File: config.mk
export PLATFORM = sky130hd
export DESIGN_NAME = imm_extend_pipe
export DESIGN_NICKNAME = d
export VERILOG_FILES = /design/src/rtl/imm_ext_pkg.sv /design/src/rtl/imm_ext_core.sv /design/src/rtl/imm_extend_pipe.sv
export SDC_FILE = /design/constraint.sdc
export NUM_CORES = 1
export LEC_CHECK = 0
export BUFFER_PORTS_ARGS = -buffer_cell sky130_fd_sc_hd__buf_2
export CAP_MARGIN = 20
export CORE_AREA = 2 2 68 70
export CTS_BUF_LIST = sky130_fd_sc_hd__clkbuf_4 sky130_fd_sc_hd__clkbuf_8 sky130_fd_sc_hd__clkbuf_16
export CTS_CLUSTER_DIAMETER = 200
export DETAILED_ROUTE_END_ITERATION = 16
export DIE_AREA = 0 0 70 72
export PLACE_DENSITY = 0.75
export SYNTH_ARGS = -nofsm -noshare
export SYNTH_HDL_FRONTEND = slang
export SYNTH_SLANG_ARGS = --single-unit
File: constraint.sdc
create_clock -name clk_i -period 1.7 [get_ports clk_i]
set_clock_uncertainty 0.05 [all_clocks]
set_input_delay 0.255 -clock clk_i [delete_from_list [all_inputs] [get_ports clk_i]]
set_output_delay 0.255 -clock clk_i [all_outputs]
set_load 0.01 [all_outputs]
File: src/rtl/imm_ext_pkg.sv
// Shared types and default widths for the immediate-extension unit.
// Optional skid buffer in imm_extend_pipe is enabled with IMM_EXT_SKID_EN.
package imm_ext_pkg;

    typedef enum logic [1:0] {
        IMM_MODE_SIGN   = 2'd0,
        IMM_MODE_ZERO   = 2'd1,
        IMM_MODE_UPPER  = 2'd2,
        IMM_MODE_BRANCH = 2'd3
    } imm_mode_e;

    // Occupancy of the one-entry skid register (skid build only).
    typedef enum logic {
        SKID_EMPTY = 1'b0,
        SKID_FULL  = 1'b1
    } skid_state_e;

    localparam int IMM_IN_WIDTH_DEF  = 16;
    localparam int IMM_OUT_WIDTH_DEF = 32;
    localparam int IMM_TAG_WIDTH_DEF = 5;

endpackage

File: src/rtl/imm_ext_core.sv
// Purely combinational immediate extender: widens an IN_WIDTH field to
// OUT_WIDTH in sign, zero, upper-placement or branch-offset form.
module imm_ext_core
    import imm_ext_pkg::*;
#(
    parameter int IN_WIDTH  = IMM_IN_WIDTH_DEF,
    parameter int OUT_WIDTH = IMM_OUT_WIDTH_DEF
) (
    input  logic [IN_WIDTH-1:0]  in_data_i,
    input  imm_mode_e            in_mode_i,
    output logic [OUT_WIDTH-1:0] ext_o
);

    logic [OUT_WIDTH-1:0] sign_ext;
    logic [OUT_WIDTH-1:0] zero_ext;
    logic [OUT_WIDTH-1:0] upper_ext;
    logic [OUT_WIDTH-1:0] branch_ext;

    // A zero-width pad is not legal, so equal widths get a pass-through branch.
    generate
        if (OUT_WIDTH > IN_WIDTH) begin : g_widen
            localparam int PAD = OUT_WIDTH - IN_WIDTH;
            assign sign_ext  = {{PAD{in_data_i[IN_WIDTH-1]}}, in_data_i};
            assign zero_ext  = {{PAD{1'b0}}, in_data_i};
            assign upper_ext = {in_data_i, {PAD{1'b0}}};
        end else begin : g_equal
            assign sign_ext  = in_data_i;
            assign zero_ext  = in_data_i;
            assign upper_ext = in_data_i;
        end
    endgenerate

    assign branch_ext = {sign_ext[OUT_WIDTH-3:0], 2'b00};

    always_comb begin
        ext_o = sign_ext;
        case (in_mode_i)
            IMM_MODE_SIGN:   ext_o = sign_ext;
            IMM_MODE_ZERO:   ext_o = zero_ext;
            IMM_MODE_UPPER:  ext_o = upper_ext;
            IMM_MODE_BRANCH: ext_o = branch_ext;
            default:         ext_o = sign_ext;
        endcase
    end

endmodule

File: src/rtl/imm_extend_pipe.sv
// Registered immediate extender behind a valid/ready handshake.
// Define IMM_EXT_SKID_EN to add a one-entry skid buffer and a registered in_ready_o.
module imm_extend_pipe
    import imm_ext_pkg::*;
#(
    parameter int IN_WIDTH  = IMM_IN_WIDTH_DEF,
    parameter int OUT_WIDTH = IMM_OUT_WIDTH_DEF,
    parameter int TAG_WIDTH = IMM_TAG_WIDTH_DEF
) (
    input  logic                 clk_i,
    input  logic                 rst_i,
    input  logic                 in_valid_i,
    output logic                 in_ready_o,
    input  logic [IN_WIDTH-1:0]  in_data_i,
    input  logic [1:0]           in_mode_i,
    input  logic [TAG_WIDTH-1:0] in_tag_i,
    output logic                 out_valid_o,
    input  logic                 out_ready_i,
    output logic [OUT_WIDTH-1:0] out_data_o,
    output logic [TAG_WIDTH-1:0] out_tag_o
);

    logic [OUT_WIDTH-1:0] ext_data;

    imm_ext_core #(
        .IN_WIDTH  (IN_WIDTH),
        .OUT_WIDTH (OUT_WIDTH)
    ) u_core (
        .in_data_i (in_data_i),
        .in_mode_i (imm_mode_e'(in_mode_i)),
        .ext_o     (ext_data)
    );

    logic                 out_valid_q, out_valid_d;
    logic [OUT_WIDTH-1:0] out_data_q,  out_data_d;
    logic [TAG_WIDTH-1:0] out_tag_q,   out_tag_d;
    logic                 in_fire;
    logic                 out_fire;

    assign in_fire     = in_valid_i && in_ready_o;
    assign out_fire    = out_valid_q && out_ready_i;
    assign out_valid_o = out_valid_q;
    assign out_data_o  = out_data_q;
    assign out_tag_o   = out_tag_q;

`ifdef IMM_EXT_SKID_EN

    skid_state_e          state_q, state_d;
    logic                 in_ready_q;
    logic [OUT_WIDTH-1:0] skid_data_q, skid_data_d;
    logic [TAG_WIDTH-1:0] skid_tag_q,  skid_tag_d;

    assign in_ready_o = in_ready_q;

    always_comb begin
        state_d     = state_q;
        out_valid_d = out_valid_q;
        out_data_d  = out_data_q;
        out_tag_d   = out_tag_q;
        skid_data_d = skid_data_q;
        skid_tag_d  = skid_tag_q;
        case (state_q)
            SKID_EMPTY: begin
                if (in_fire) begin
                    // A stalled output parks the new beat in the skid.
                    if (out_valid_q && !out_ready_i) begin
                        skid_data_d = ext_data;
                        skid_tag_d  = in_tag_i;
                        state_d     = SKID_FULL;
                    end else begin
                        out_valid_d = 1'b1;
                        out_data_d  = ext_data;
                        out_tag_d   = in_tag_i;
                    end
                end else if (out_fire) begin
                    out_valid_d = 1'b0;
                end
            end
            SKID_FULL: begin
                if (out_fire) begin
                    out_data_d = skid_data_q;
                    out_tag_d  = skid_tag_q;
                    state_d    = SKID_EMPTY;
                end
            end
            default: state_d = SKID_EMPTY;
        endcase
    end

    always_ff @(posedge clk_i or posedge rst_i) begin
        if (rst_i) begin
            state_q     <= SKID_EMPTY;
            in_ready_q  <= 1'b1;
            out_valid_q <= 1'b0;
            out_data_q  <= '0;
            out_tag_q   <= '0;
            skid_data_q <= '0;
            skid_tag_q  <= '0;
        end else begin
            state_q     <= state_d;
            in_ready_q  <= (state_d == SKID_EMPTY);
            out_valid_q <= out_valid_d;
            out_data_q  <= out_data_d;
            out_tag_q   <= out_tag_d;
            skid_data_q <= skid_data_d;
            skid_tag_q  <= skid_tag_d;
        end
    end

`else

    // Single-slot pipe: a slot frees up in the same cycle it drains.
    assign in_ready_o = !out_valid_q || out_ready_i;

    always_comb begin
        out_valid_d = out_valid_q;
        out_data_d  = out_data_q;
        out_tag_d   = out_tag_q;
        if (in_fire) begin
            out_valid_d = 1'b1;
            out_data_d  = ext_data;
            out_tag_d   = in_tag_i;
        end else if (out_fire) begin
            out_valid_d = 1'b0;
        end
    end

    always_ff @(posedge clk_i or posedge rst_i) begin
        if (rst_i) begin
            out_valid_q <= 1'b0;
            out_data_q  <= '0;
            out_tag_q   <= '0;
        end else begin
            out_valid_q <= out_valid_d;
            out_data_q  <= out_data_d;
            out_tag_q   <= out_tag_d;
        end
    end

`endif

endmodule

==> flow_summary.json <==
{
  "worstSetupStartpointType": "flip-flop",
  "area_delta_synth_final_pct": 26.82,
  "cp.required_ns": 1.39,
  "routed_via_density": 5.274,
  "dpl.hpwl_um": 2897,
  "top_layer": "met4",
  "yosysMostFrequentCell": "a21oi_1",
  "synth-main-ff-cell": "dfrtp_1",
  "cts_max_level": 2,
  "cp_max_fo": 32,
  "cts-buffers-inserted": 5,
  "path_class": "flip-flop to output port",
  "wl_um": 4301,
  "p_leak_nw": 1.012,
  "synth.net_count": 204,
  "routedWlPerCell_um": 14.73,
  "wl_met2_um": 2058,
  "rsz0062_at_grt": "no",
  "cts_hold_repair.buffers": 0,
  "ff2ff_setup_slack_ns": 0.29,
  "remaining_drc_errors": 0,
  "worst_setup_path_end_kind": "output port",
  "cts_tree": "done",
  "die_h_um": 72,
  "port_buffers": 65,
  "drive_gt1_share_pct": 37.50,
  "ir_drop_uv": 551.4,
  "gp_congestion": 0.7629,
  "worstReg2RegEnd": "out_tag_o[4]$_DFFE_PP0P_",
  "routed-wl-met3_um": 289,
  "yosysTopAreaCell": "dfrtp_1",
  "core.rowCount": 24,
  "core_area_um2": 4264,
  "dieArea_um2": 5040,
  "ys_types": 19,
  "nets": 266,
  "crit_arrival_ns": 1.29,
  "async_flop_share_pct": 100.0,
  "setup_viol": 0,
  "synth_common_cells": "58 x a21oi_1, 38 x dfrtp_1, 16 x nor2b_1",
  "syn_area_um2": 1735,
  "post_cts_buffers": 0,
  "worstReg2RegStart": "out_valid_o$_DFFE_PP0P_",
  "n_antenna_cell": 0,
  "max_slew.worst_pin.slew_ns": 0.5541,
  "grt_overflow": 0,
  "yosys_warnings": 0,
  "clock_path_buffers": 2,
  "layout_setup_ws_ns": 0.1006,
  "syn_avg_cell_area_um2": 9.805,
  "maxCapViolations": 0,
  "outcome": "complete, no violations",
  "synth_top_cells_by_area": "dfrtp_1 55%, a21oi_1 17%, nor2b_1 5.8%",
  "p_per_area_nw_per_um2": 1033,
  "min_period_ns": 1.599,
  "post_cts_resize_count": 0,
  "dr_total_vias": 1540,
  "clkSinkCount": 38,
  "hold_class": "input port to asynchronous set/reset pin",
  "yosysTopAreaCellShare_pct": 54.79,
  "grt_max_degree": 39,
  "drt_pass1_iterations": 4,
  "syn_inst": 177,
  "finalCritPeriodShare_pct": 94.08,
  "hold_viol": 0,
  "die_x_um": 70,
  "finalSetupTns_ns": 0,
  "antenna_found_initial": 0,
  "ys_seq_area_share_pct": 54.79,
  "synth_edf_count": 0,
  "place_ws_ns": 0.2063,
  "max-slew-margin-rel_pct": 63.06,
  "cts_root_buf": "clkbuf_8",
  "io_pins": 66,
  "grt_pass1_vias": 1460,
  "reg2reg_depth": 4,
  "cts.clk_slew.worst_paths_ns": 0.07,
  "grt_usage_pct": 17.10,
  "synth-seq-cells": 38,
  "clk_latency_ns": 0.28,
  "ant_nets": 0,
  "finalMaxSlewViolations": 0,
  "max_freq_ghz": 0.6252,
  "drtIter0Drc": 76,
  "grt_pass1_wl_um": 6796,
  "initial_utilization_pct": 40.70,
  "wl_met1_um": 1903
}
cells in the final DEF (no fill, tap or decap), types with 2 or more instances in the layout:
cell	instances
and2_1	2
buf_4	5
clkbuf_8	6
nand2_1	14
a31oi_1	14
mux2_2	8
inv_1	3
dfrtp_1	38
nor2b_1	16
a21oi_1	58
buf_2	65
cell type report:
class	count	area, um2
tap	52	65.06
clock inverter	1	5.005
fill	425	2063
sequential	38	950.9
timing repair buffer	71	382.9
clock buffer	7	90.09
inverter	3	11.26
multi-input combinational	120	695.7
flip-flops by register name, summed over array words and instances, names as in the netlist:
name	flops
out_data_o	32
out_tag_o	5
out_valid_o	1
layer usage:
layer | track usage (%) | vias to the layer above
met5 | 0 | -
met4 | 7.265 | 0
met3 | 5.694 | 5
met2 | 28.15 | 47
met1 | 20.76 | 738
li1 | - | 750
metrics by stage:
stage / std cells / area [um2] / utilization (%) / hold slack [ns] / power [mW]
floorplan: 177 / 1735 / - / 0.3134 / 1.418
global placement: 284 / 2106 / 49.38 / 0.3371 / 1.643
detailed placement: 284 / 2106 / 49.38 / 0.3390 / 1.657
CTS: 292 / 2201 / 51.61 / 0.02636 / 2.301
global route: 292 / 2201 / 51.61 / 0.08272 / 2.398
finish: 292 / 2201 / 51.61 / 0.01724 / 2.274
how the worst max path moves through the flow:
stage                                 start                    endpoint  cells after the start
floorplan           out_valid_o$_DFFE_PP0P_    out_tag_o[0]$_DFFE_PP0P_                      4
global placement               in_mode_i[0]  out_data_o[22]$_DFFE_PP0P_                      5
detailed placement             in_mode_i[0]  out_data_o[23]$_DFFE_PP0P_                      5
CTS                 out_valid_o$_DFFE_PP0P_                  in_ready_o                      3
global route        out_valid_o$_DFFE_PP0P_                  in_ready_o                      3
finish              out_valid_o$_DFFE_PP0P_                  in_ready_o                      3
critical path: stages, from the launching register on:
cell and delay, ns:
dfrtp_1 0.41, nand2b_4 0.08, buf_4 0.31, buf_2 0.20
cell families after synthesis:
logic type	share of synthesized area, %
compound gates	23.50
buf+inv	5.119
flops	54.79
mux	5.191
simple gates	11.39
report_power, final:
part / internal, mW / total [mW] / switching [mW]
Combinational: 0.230 / 0.529 / 0.299
Sequential: 1.04 / 1.11 / 0.0705
Clock: 0.343 / 0.638 / 0.295
(Power assumes the default switching activity.)
